<file path="config.mk">
export PLATFORM = sky130hd
export DESIGN_NAME = spk_in_flat
export DESIGN_NICKNAME = d
export VERILOG_FILES = /design/src/rtl/spk_pkg.sv /design/src/rtl/spk_in_if.sv /design/src/rtl/data_fifo.sv /design/src/rtl/spk_in.sv /design/src/flat_wrapper.sv
export SDC_FILE = /design/constraint.sdc
export NUM_CORES = 1
export LEC_CHECK = 0
export CORE_MARGIN = 3
export CORE_UTILIZATION = 41
export DETAILED_ROUTE_END_ITERATION = 12
export HOLD_SLACK_MARGIN = 0.05
export SYNTH_ARGS = -nofsm -noshare
export SYNTH_HDL_FRONTEND = slang
export SYNTH_HIERARCHICAL = 1
export SYNTH_SLANG_ARGS = --single-unit
</file>
<file path="constraint.sdc">
create_clock -name clk_spk_in -period 13.55 [get_ports clk_spk_in]
set_input_delay 1.355 -clock clk_spk_in [delete_from_list [all_inputs] [get_ports clk_spk_in]]
set_output_delay 1.355 -clock clk_spk_in [all_outputs]
set_load 0.02 [all_outputs]
</file>
<file path="src/rtl/spk_pkg.sv">
// Shared constants for the spike/config flit receiver: field geometry,
// flit type codes and the dispatcher FSM encoding.
package spk_pkg;

  localparam int B        = 4;   // FIFO address width, depth 2^B
  localparam int FW       = 59;  // flit width
  localparam int FTW      = 3;   // flit type width
  localparam int SW       = 24;  // spike neuron-id width
  localparam int PW       = 36;  // payload width (below the router field)
  localparam int CW       = 8;   // DATA beat counter width
  localparam int TYPE_LSB = FW - FTW;  // type occupies [FW-1:TYPE_LSB]

  localparam logic [FTW-1:0] SPIKE    = 3'b000;
  localparam logic [FTW-1:0] DATA     = 3'b001;
  localparam logic [FTW-1:0] DATA_END = 3'b010;
  localparam logic [FTW-1:0] WRITE    = 3'b110;
  localparam logic [FTW-1:0] READ     = 3'b111;

  typedef enum logic [1:0] {
    S_IDLE = 2'd0,
    S_LOAD = 2'd1,
    S_SPK  = 2'd2,
    S_CFG  = 2'd3
  } state_t;

  // True for the four types that are routed to the config block.
  function automatic logic is_cfg_type(input logic [FTW-1:0] t);
    return (t == DATA) || (t == DATA_END) || (t == WRITE) || (t == READ);
  endfunction

endpackage

</file>
<file path="src/rtl/spk_in_if.sv">
// Signal bundle between the NI / node core and the flit receiver.
//
// Handshake: spk_in_valid/cfg_in_valid rise only with a complete, stable
// event; that event (and valid) is held unchanged until a cycle in which the
// matching ready is high, and the transfer happens on that rising clock edge.
// flit_in_wr is a pure strobe (no ready): upstream is throttled only by
// credit_out pulses.
interface spk_in_if;
  import spk_pkg::*;

  logic                     flit_in_wr;
  logic [FW-1:0]            flit_in;
  logic                     credit_out;
  logic                     spk_in_valid;
  logic [SW-1:0]            spk_in_neuid;
  logic                     spk_in_ready;
  logic                     cfg_in_valid;
  logic [FTW-1:0]           cfg_in_type;
  logic [PW-1:0]            cfg_in_data;
  logic                     cfg_in_last;
  logic [CW-1:0]            cfg_in_beat;
  logic                     cfg_in_ready;
  logic                     err_type;
  logic                     err_ovf;
  // Observation points: FSM state, FIFO level flags, router field of FIFO head.
  state_t                   dbg_state;
  logic                     dbg_fifo_empty;
  logic                     dbg_fifo_afull;
  logic [TYPE_LSB-PW-1:0]   dbg_route;

  modport slave (
    input  flit_in_wr, flit_in, spk_in_ready, cfg_in_ready,
    output credit_out, spk_in_valid, spk_in_neuid, cfg_in_valid, cfg_in_type,
           cfg_in_data, cfg_in_last, cfg_in_beat, err_type, err_ovf,
           dbg_state, dbg_fifo_empty, dbg_fifo_afull, dbg_route
  );

  modport master (
    output flit_in_wr, flit_in, spk_in_ready, cfg_in_ready,
    input  credit_out, spk_in_valid, spk_in_neuid, cfg_in_valid, cfg_in_type,
           cfg_in_data, cfg_in_last, cfg_in_beat, err_type, err_ovf,
           dbg_state, dbg_fifo_empty, dbg_fifo_afull, dbg_route
  );
endinterface

</file>
<file path="src/rtl/data_fifo.sv">
// Synchronous FIFO with registered read data (valid the cycle after rd_en).
// A push while full is accepted only when a pop happens in the same cycle;
// the pop frees the slot first.
module data_fifo #(
  parameter int DATA_WIDTH = 8,
  parameter int ADDR_WIDTH = 4
) (
  input  logic                  clk,
  input  logic                  rst_n,
  input  logic                  wr_en,
  input  logic [DATA_WIDTH-1:0] din,
  input  logic                  rd_en,
  output logic [DATA_WIDTH-1:0] dout,
  output logic                  full,
  output logic                  almost_full,
  output logic                  empty
);
  localparam int DEPTH = 1 << ADDR_WIDTH;
  localparam logic [ADDR_WIDTH:0] DEPTH_W = (ADDR_WIDTH+1)'(DEPTH);

  logic [DATA_WIDTH-1:0] mem [DEPTH];
  logic [ADDR_WIDTH:0]   wr_ptr, rd_ptr, count;
  logic                  do_wr, do_rd;

  assign count       = wr_ptr - rd_ptr;
  assign empty       = (count == '0);
  assign full        = (count == DEPTH_W);
  assign almost_full = (count == DEPTH_W - 1'b1);
  assign do_rd       = rd_en && !empty;
  assign do_wr       = wr_en && (!full || do_rd);

  // Storage array; no reset needed, occupancy is tracked by the pointers.
  always_ff @(posedge clk) begin
    if (do_wr) mem[wr_ptr[ADDR_WIDTH-1:0]] <= din;
  end

  // Pointer advance and registered read port.
  always_ff @(posedge clk or negedge rst_n) begin
    if (!rst_n) begin
      wr_ptr <= '0;
      rd_ptr <= '0;
      dout   <= '0;
    end else begin
      if (do_wr) wr_ptr <= wr_ptr + 1'b1;
      if (do_rd) begin
        rd_ptr <= rd_ptr + 1'b1;
        dout   <= mem[rd_ptr[ADDR_WIDTH-1:0]];
      end
    end
  end
endmodule

</file>
<file path="src/rtl/spk_in.sv">
// Receive-side flit dispatcher: buffers credited flits, returns one credit per
// pop, and routes SPIKE flits to the neuron stage and config flits (with DATA
// burst beat tracking) to the config block. Bad types and overflow only raise
// sticky flags.
module spk_in
  import spk_pkg::*;
(
  input  logic     clk_spk_in,
  input  logic     rst_n,
  spk_in_if.slave  bus
);
  state_t          state_q, state_d;
  logic            pop;
  logic [FW-1:0]   fifo_dout;
  logic            fifo_full, fifo_afull, fifo_empty;
  logic [FTW-1:0]  head_type;
  logic            head_spike, head_cfg;

  logic            credit_q;
  logic [SW-1:0]   neuid_q;
  logic [FTW-1:0]  type_q;
  logic [PW-1:0]   data_q;
  logic            last_q;
  logic [CW-1:0]   beat_q;
  logic [CW-1:0]   beat_cnt_q;
  logic            err_type_q, err_ovf_q;

  data_fifo #(
    .DATA_WIDTH (FW),
    .ADDR_WIDTH (B)
  ) spk_in_fifo (
    .clk         (clk_spk_in),
    .rst_n       (rst_n),
    .wr_en       (bus.flit_in_wr),
    .din         (bus.flit_in),
    .rd_en       (pop),
    .dout        (fifo_dout),
    .full        (fifo_full),
    .almost_full (fifo_afull),
    .empty       (fifo_empty)
  );

  assign head_type  = fifo_dout[FW-1:TYPE_LSB];
  assign head_spike = (head_type == SPIKE);
  assign head_cfg   = is_cfg_type(head_type);

  // FSM state register.
  always_ff @(posedge clk_spk_in or negedge rst_n) begin
    if (!rst_n) state_q <= S_IDLE;
    else        state_q <= state_d;
  end

  // Next-state and pop decision; S_LOAD exists because FIFO read data lags the pop.
  always_comb begin
    state_d = state_q;
    pop     = 1'b0;
    case (state_q)
      S_IDLE: begin
        if (!fifo_empty) begin
          pop     = 1'b1;
          state_d = S_LOAD;
        end
      end
      S_LOAD: begin
        if (head_spike)    state_d = S_SPK;
        else if (head_cfg) state_d = S_CFG;
        else               state_d = S_IDLE;
      end
      S_SPK:   if (bus.spk_in_ready) state_d = S_IDLE;
      S_CFG:   if (bus.cfg_in_ready) state_d = S_IDLE;
      default: state_d = S_IDLE;
    endcase
  end

  // Event capture, beat counting, credit return and sticky error flags.
  always_ff @(posedge clk_spk_in or negedge rst_n) begin
    if (!rst_n) begin
      credit_q   <= 1'b0;
      neuid_q    <= '0;
      type_q     <= '0;
      data_q     <= '0;
      last_q     <= 1'b0;
      beat_q     <= '0;
      beat_cnt_q <= '0;
      err_type_q <= 1'b0;
      err_ovf_q  <= 1'b0;
    end else begin
      credit_q <= pop;
      if (state_q == S_LOAD) begin
        if (head_spike) begin
          neuid_q <= fifo_dout[SW-1:0];
        end else if (head_cfg) begin
          type_q <= head_type;
          data_q <= fifo_dout[PW-1:0];
          last_q <= (head_type == DATA_END);
          beat_q <= beat_cnt_q;
        end else begin
          err_type_q <= 1'b1;
        end
      end
      if ((state_q == S_CFG) && bus.cfg_in_ready) begin
        if (type_q == DATA) begin
          if (beat_cnt_q != {CW{1'b1}}) beat_cnt_q <= beat_cnt_q + 1'b1;
        end else begin
          beat_cnt_q <= '0;
        end
      end
      if (bus.flit_in_wr && fifo_full && !pop) err_ovf_q <= 1'b1;
    end
  end

  assign bus.credit_out     = credit_q;
  assign bus.spk_in_valid   = (state_q == S_SPK);
  assign bus.spk_in_neuid   = neuid_q;
  assign bus.cfg_in_valid   = (state_q == S_CFG);
  assign bus.cfg_in_type    = type_q;
  assign bus.cfg_in_data    = data_q;
  assign bus.cfg_in_last    = last_q;
  assign bus.cfg_in_beat    = beat_q;
  assign bus.err_type       = err_type_q;
  assign bus.err_ovf        = err_ovf_q;
  assign bus.dbg_state      = state_q;
  assign bus.dbg_fifo_empty = fifo_empty;
  assign bus.dbg_fifo_afull = fifo_afull;
  assign bus.dbg_route      = fifo_dout[TYPE_LSB-1:PW];
endmodule
</file>
<file path="src/flat_wrapper.sv">
// flat-port wrapper written by rule: the top's interface ports become plain ports
module spk_in_flat import spk_pkg::*;
  (clk_spk_in, rst_n, bus_flit_in_wr, bus_flit_in, bus_spk_in_ready, bus_cfg_in_ready, bus_credit_out, bus_spk_in_valid, bus_spk_in_neuid, bus_cfg_in_valid, bus_cfg_in_type, bus_cfg_in_data, bus_cfg_in_last, bus_cfg_in_beat, bus_err_type, bus_err_ovf, bus_dbg_state, bus_dbg_fifo_empty, bus_dbg_fifo_afull, bus_dbg_route);
  spk_in_if bus_i ();
  input  logic clk_spk_in;
  input  logic rst_n;
  input wire logic [$bits(bus_i.flit_in_wr)-1:0] bus_flit_in_wr;
  input wire logic [$bits(bus_i.flit_in)-1:0] bus_flit_in;
  input wire logic [$bits(bus_i.spk_in_ready)-1:0] bus_spk_in_ready;
  input wire logic [$bits(bus_i.cfg_in_ready)-1:0] bus_cfg_in_ready;
  output wire logic [$bits(bus_i.credit_out)-1:0] bus_credit_out;
  output wire logic [$bits(bus_i.spk_in_valid)-1:0] bus_spk_in_valid;
  output wire logic [$bits(bus_i.spk_in_neuid)-1:0] bus_spk_in_neuid;
  output wire logic [$bits(bus_i.cfg_in_valid)-1:0] bus_cfg_in_valid;
  output wire logic [$bits(bus_i.cfg_in_type)-1:0] bus_cfg_in_type;
  output wire logic [$bits(bus_i.cfg_in_data)-1:0] bus_cfg_in_data;
  output wire logic [$bits(bus_i.cfg_in_last)-1:0] bus_cfg_in_last;
  output wire logic [$bits(bus_i.cfg_in_beat)-1:0] bus_cfg_in_beat;
  output wire logic [$bits(bus_i.err_type)-1:0] bus_err_type;
  output wire logic [$bits(bus_i.err_ovf)-1:0] bus_err_ovf;
  output wire logic [$bits(bus_i.dbg_state)-1:0] bus_dbg_state;
  output wire logic [$bits(bus_i.dbg_fifo_empty)-1:0] bus_dbg_fifo_empty;
  output wire logic [$bits(bus_i.dbg_fifo_afull)-1:0] bus_dbg_fifo_afull;
  output wire logic [$bits(bus_i.dbg_route)-1:0] bus_dbg_route;
  assign bus_i.flit_in_wr = bus_flit_in_wr;
  assign bus_i.flit_in = bus_flit_in;
  assign bus_i.spk_in_ready = bus_spk_in_ready;
  assign bus_i.cfg_in_ready = bus_cfg_in_ready;
  assign bus_credit_out = bus_i.credit_out;
  assign bus_spk_in_valid = bus_i.spk_in_valid;
  assign bus_spk_in_neuid = bus_i.spk_in_neuid;
  assign bus_cfg_in_valid = bus_i.cfg_in_valid;
  assign bus_cfg_in_type = bus_i.cfg_in_type;
  assign bus_cfg_in_data = bus_i.cfg_in_data;
  assign bus_cfg_in_last = bus_i.cfg_in_last;
  assign bus_cfg_in_beat = bus_i.cfg_in_beat;
  assign bus_err_type = bus_i.err_type;
  assign bus_err_ovf = bus_i.err_ovf;
  assign bus_dbg_state = bus_i.dbg_state;
  assign bus_dbg_fifo_empty = bus_i.dbg_fifo_empty;
  assign bus_dbg_fifo_afull = bus_i.dbg_fifo_afull;
  assign bus_dbg_route = bus_i.dbg_route;
  spk_in u_core (.clk_spk_in(clk_spk_in), .rst_n(rst_n), .bus(bus_i));
endmodule
</file>
# Yosys cells after proc, flatten, opt, wreduce, memory -nomap -nowiden
# Memories as Yosys holds them, arrays and structs flattened. A register that Yosys moved wholly into a read port is not among the register bits.
# Index checks and enable logic that the tools add are counted.
# totals
reg_bits	95
latch_bits	0
ramBits	944
romBits	0
in_bits	64
out_inout_bits	101
memories	1
# classes
add_sub_neg	4
mul	0
div	0
order_cmp	0
n_eq_ne	15
shifts	0
mux	12
bitwise_logic	2
reduce_logical	21
# mem_list
name	words	word_bits	rd	rd_clocked_by_memory_dff	wr	line	text
u_core.spk_in_fifo.mem	16	59	1	1	1	data_fifo.sv:21	logic [DATA_WIDTH-1:0] mem [DEPTH];
# ops
op	count
2-to-1 mux 8 bit	2
adder 5 x 1 -> 5 bit (second input constant)	2
2-to-1 mux 2 bit	5
AND reduction 3 bit	3
adder 8 x 1 -> 8 bit (second input constant)	1
!= test 2 bit (second input constant)	4
!= test 8 bit (second input constant)	1
case mux 2 bit (4 select lines)	1
equality test 3 x 1 -> 1 bit (second input constant)	2
equality test 3 bit (second input constant)	2
equality test 5 x 4 -> 1 bit (second input constant)	1
equality test 5 bit (second input constant)	1
logical AND 1 bit	5
zero test 5 bit	1
subtractor 5 bit	1
equality test 2 bit (second input constant)	2
zero test 1 bit	4
logical OR 1 bit	4
2-to-1 mux 1 bit	4
AND reduction 2 bit	2
equality test 3 x 2 -> 1 bit (second input constant)	1
zero test 3 bit	1
equality test 2 x 1 -> 1 bit (second input constant)	1
zero test 2 bit	1
NOT 1 bit	2

# Depth between registers and ports, before layout
# depth
ltp_word	9
depth_mapped	13
ltp_nobuf	13

# Cells and area by module
# The synthesis kept the hierarchy.
# by_module_without_submodules
mod	n_inst	cells_each	area_per_inst_um2	seq_area_each_um2
data_fifo	1	1657	38185.4	30073.8
spk_in	1	229	3514.6	2127.0

# Least setup slack after synthesis
# No wires, ideal clock.
# synth_timing
path_kind	register to register
from	reg u_core.spk_in_fifo.wr_ptr[0]
to	mem u_core/spk_in_fifo/mem[3][0] in the netlist's numbering (enable)
arrival_time_ns	7.028
slack_ns	5.974
stages_incl_launch_ff	14
path_buffers	0
period_less_slack_ns	7.576
path_cell_list	dfrtp_1 inv_1 ha_1 inv_1 fa_1 xor2_1 and4b_4 o2bb2ai_4 inv_1 nor3_1 inv_1 o2111ai_2 nand3_1 nor3_1
# synth_between
elab_chain_len	9
word_cells_on_any_way	12
# synth_lines
element	line	text
start, declared	data_fifo.sv:22	logic [ADDR_WIDTH:0] wr_ptr, rd_ptr, count;
start signal, assigned	data_fifo.sv:44	if (do_wr) wr_ptr <= wr_ptr + 1'b1;
subtractor 5 bit	data_fifo.sv:25	assign count = wr_ptr - rd_ptr;
zero test 5 bit	data_fifo.sv:26	assign empty = (count == '0);
named net bus_dbg_fifo_empty	flat_wrapper.sv:22	output wire logic [$bits(bus_i.dbg_fifo_empty)-1:0] bus_dbg_fifo_empty;
2-to-1 mux 1 bit	spk_in.sv:59	if (!fifo_empty) begin
2-to-1 mux 1 bit	spk_in.sv:57	case (state_q)
named net u_core.pop	spk_in.sv:13	logic pop;
logical AND 1 bit	data_fifo.sv:29	assign do_rd = rd_en && !empty;
logical OR 1 bit	data_fifo.sv:30	assign do_wr = wr_en && (!full || do_rd);
logical AND 1 bit	data_fifo.sv:30	
2-to-1 mux 1 bit	data_fifo.sv:34	if (do_wr) mem[wr_ptr[ADDR_WIDTH-1:0]] <= din;
2-to-1 mux 1 bit (not written as such)	data_fifo.sv:34	
end, declared	data_fifo.sv:21	
# The timed path passes the listed nets, and every way through them passes these cells.

# Worst setup path in the final report
# layout_timing
from	reg u_core.spk_in_fifo.rd_ptr[1]
to	mem u_core/spk_in_fifo/mem[6][37] in the netlist's numbering (enable)
# layout_between
elab_chain_len	9
word_cells_on_any_way	12
# layout_lines
element	line	text
start, declared	data_fifo.sv:22	
start signal, assigned	data_fifo.sv:46	rd_ptr <= rd_ptr + 1'b1;
subtractor 5 bit	data_fifo.sv:25	
zero test 5 bit	data_fifo.sv:26	
2-to-1 mux 1 bit	spk_in.sv:59	
2-to-1 mux 1 bit	spk_in.sv:57	
named net u_core.pop	spk_in.sv:13	
logical AND 1 bit	data_fifo.sv:29	
logical OR 1 bit	data_fifo.sv:30	
logical AND 1 bit	data_fifo.sv:30	
2-to-1 mux 1 bit	data_fifo.sv:34	
2-to-1 mux 1 bit (not written as such)	data_fifo.sv:34	
# The timed path passes the listed nets, and every way through them passes these cells.

==> metrics.md <==
| Metric | Value |
|---|---|
| Run status | `finished, final reports clean` |
| Crit path max fanout | `61` |
| CTS clk-pin slew, worst paths | `0.06 ns` |
| Setup ws final | `8.02 ns` |
| TritonCTS clock tree | `done` |
| Area grow syn2layout | `16.2%` |
| CP Class | `reg -> reg` |
| Vias/cell | `5.49` |
| Initial DRC Count | `1654` |
| CTS max path bufs | `3` |
| Post-Route Setup TNS | `0 ns` |
| Yosys top cell area share | `68.0%` |
| Pre-antenna DRT Iters | `5` |
| Sequential element share of the synthesized area | `77.2%` |
| Vias in the first global route | `20400` |
| Post-synth top cells | `edfxtp_1 (944), mux4_2 (236), dfrtp_1 (154)` |
| Area fraction in and, or, nand and nor cells after synthesis | `1.58%` |
| Count leader, synth | `edfxtp_1` |
| Post-DP HPWL | `49800 um` |
| H-tree Lvls | `3` |
| Post-synth EDFFs | `944` |
| Register area | `32200 um^2` |
| Design Area, Final | `48500 um^2` |
| Root buffer cell | `clkbuf_16` |
| Die span in x | `325 um` |
| Final wirelength | `88500 um` |
| Largest family of logic cells by synthesized area | `multiplexers` |
| Post-Syn Nets | `1961` |
| Dpl ws | `7.98 ns` |
| RSZ-0062 raised after global routing | `no` |
| Pwr per Cell Area | `224 nW/um^2` |
| Wire per inst | `24.9 um` |
| Tot GR Track Use | `16.7%` |
| Clk_skew | `0.0275 ns` |
| Antenna violations before repair | `8` |
| DP Area | `44800 um^2` |
| Hold_buf cts | `0` |
| Post-synth ARST share | `14.0%` |
| Layout cells sized above 1 | `26.9%` |
| Die ar. | `106000 um^2` |
| Worst Setup End Kind | `flop` |
| Crit path arrival time | `5.82 ns` |
| CTS resizes | `0` |
| Relative slew margins | `26.3%` |
| Largest net degree at the start of global routing | `115` |
| Placed insts | `3342` |
| Clk Latency, worst-skew pair | `0.68 ns` |
| Avg Cell Area, Syn | `22.1 um^2` |
| Remaining DRCs | `0` |
| Yosys cell types | `56` |
| FF+latch count, synth | `1098` |
| Initial core utilization | `41.5%` |
| Area of the multi-input gates | `8920 um^2` |
| Final ANT Viol Nets | `0` |
| Yosys warns | `6` |
| Buffer count from post-CTS setup fixing | `0` |
| Synth top area cells | `edfxtp_1 (68%), mux4_2 (13%), dfrtp_1 (9.2%)` |
| XOR/XNOR Fraction of Synth Area | `0.252%` |
| Gpl congestion | `0.757` |
| Synthesized-area fraction occupied by adder cells | `0.348%` |
| Worst Hold Class | `reg -> reg` |
| Mapped Area | `41700 um^2` |
| I/O Buffers | `164` |
| Number of core rows | `116` |
| Ys flop type | `edfxtp_1` |
| DR vias | `19500` |
| Fin. Hold Viols | `0` |
| Layout Cells excl Fill | `3550` |
| I/O pins | `165` |
| Synth Instances | `1886` |
| FMAX | `181 MHz` |
| Final setup viols | `0` |
| Multiplexer area fraction after synthesis | `16.6%` |
| Final worst path period share | `40.8%` |
| Global-route wire length before repair | `133000 um` |
| Max cap viols | `0` |
| Slew Viols, Final | `0` |
| Total Power | `10.9 mW` |
| Die height | `325 um` |
| Fillers | `8205` |
| Maximum vdd drop | `0.000203 V` |
| CTS sink cnt | `1098` |
| Worst Tran Pin Value | `1.11 ns` |
| Core area | `100000 um^2` |
| Req. time, crit path | `13.84 ns` |
| Gr ovfl total | `0` |
| Final net count | `2171` |
| Total CTS buffers | `109` |
| Leak | `15.7 nW` |
| Fraction of the mapped netlist area in compound gates | `2.33%` |
| Minimum clock period | `5.53 ns` |
| Synth area leader | `edfxtp_1` |
| CP Launch Type | `flop` |
cells by family after synthesis:
| group | Yosys count |
|---|---|
| buffers and inverters | 109 |
| flip-flops | 1098 |
| adder cells (fa/ha/maj) | 11 |
| AND/OR/NAND/NOR | 139 |
| multiplexers | 371 |
| XOR/XNOR | 12 |
| AO/OA/AOI/OAI | 146 |
registers in the layout, summed over array words and instances (netlist names), 2 cells and up:
register and count:
u_core/bus.dbg_state 2, u_core/spk_in_fifo/wr_ptr 5, u_core/bus.spk_in_neuid 24, u_core/spk_in_fifo/rd_ptr 5, u_core/bus.cfg_in_type 3, u_core/beat_cnt_q 8
u_core/bus.cfg_in_beat 8, u_core/spk_in_fifo/dout 59, u_core/spk_in_fifo/mem 944, u_core/bus.cfg_in_data 36
metrics by stage:
stage               utilization (%)  hold WS (ns)
floorplan                         -         0.464
global placement               44.6         0.471
detailed placement             44.6         0.468
CTS                            48.2         0.485
global route                   48.2         0.515
finish                         48.2         0.478
where the power goes:
group          switching (mW)  internal, mW
sequential              0.319          4.22
clock                    1.24          1.82
combinational            1.72          1.55
critical path, cell delays in order, from the launching register on:
cell	delay, ns
dfrtp_4	1.00
inv_1	0.28
fa_1	0.51
xor2_1	0.30
and4b_4	0.28
o2bb2ai_4	0.20
inv_1	0.09
nor3_1	0.14
buf_4	0.19
inv_1	0.07
o2111ai_2	0.16
nand3_1	0.37
nor2_4	0.70
buf_4	0.76
worst paths after layout:
kind	startpoint	slack (ns)	depth (start not counted)	end
min in group asynchronous	rst_n	0.74	1	u_core/bus.spk_in_neuid[1]$_DFFE_PN0P_
max in group asynchronous	rst_n	11.20	2	u_core/spk_in_fifo/rd_ptr[0]$_DFFE_PN0P_
setup / recovery	u_core/spk_in_fifo/rd_ptr[1]$_DFFE_PN0P_	8.02	13	u_core/spk_in_fifo/mem[6][37]$_DFFE_PP_
hold reg to reg	u_core/bus.err_type$_DFFE_PN0P_	0.48	1	u_core/bus.err_type$_DFFE_PN0P_
setup reg to reg	u_core/spk_in_fifo/rd_ptr[1]$_DFFE_PN0P_	8.02	13	u_core/spk_in_fifo/mem[6][37]$_DFFE_PP_
hold / removal	u_core/bus.err_type$_DFFE_PN0P_	0.48	1	u_core/bus.err_type$_DFFE_PN0P_
metal layers:
metal,wire [um],vias up,track usage [%],part of all wire [%]
li1,-,8273,-,-
met1,38400,10500,23.9,43
met2,42300,591,26.3,48
met3,6130,132,3.83,6.9
met4,1640,4,4.16,1.9
met5,27,-,0,0.030
cell type report:
type,instances,area share [%]
diodes,4,0.0207
well taps,1357,3.50
flip-flops and latches,1098,66.5
clock inverters,49,1.19
multi-input cells,679,18.4
inverters,14,0.114
clock buffers,155,6.41
repair buffers,194,3.89
cells in the final DEF (no fill, tap or decap), types with 5 or more instances in the layout:
cell type / synthesis / final
a21oi_1: 5 / 5
buf_4: 0 / 29
bufinv_16: 0 / 12
clkbuf_1: 39 / 29
clkbuf_16: 0 / 112
clkbuf_8: 0 / 15
clkdlybuf4s50_1: 0 / 163
clkinv_1: 0 / 18
clkinv_2: 0 / 8
dfrtp_1: 154 / 151
edfxtp_1: 944 / 944
ha_1: 10 / 10
inv_1: 14 / 13
inv_6: 0 / 5
mux2_2: 111 / 111
mux2_4: 19 / 19
mux4_2: 236 / 236
nand2_1: 16 / 12
nand2_4: 1 / 5
nand3_1: 13 / 13
nor2_1: 76 / 64
nor2_4: 0 / 12
o22ai_1: 118 / 118
xnor2_1: 10 / 10
Note: power is estimated with default switching activity, not from simulation.
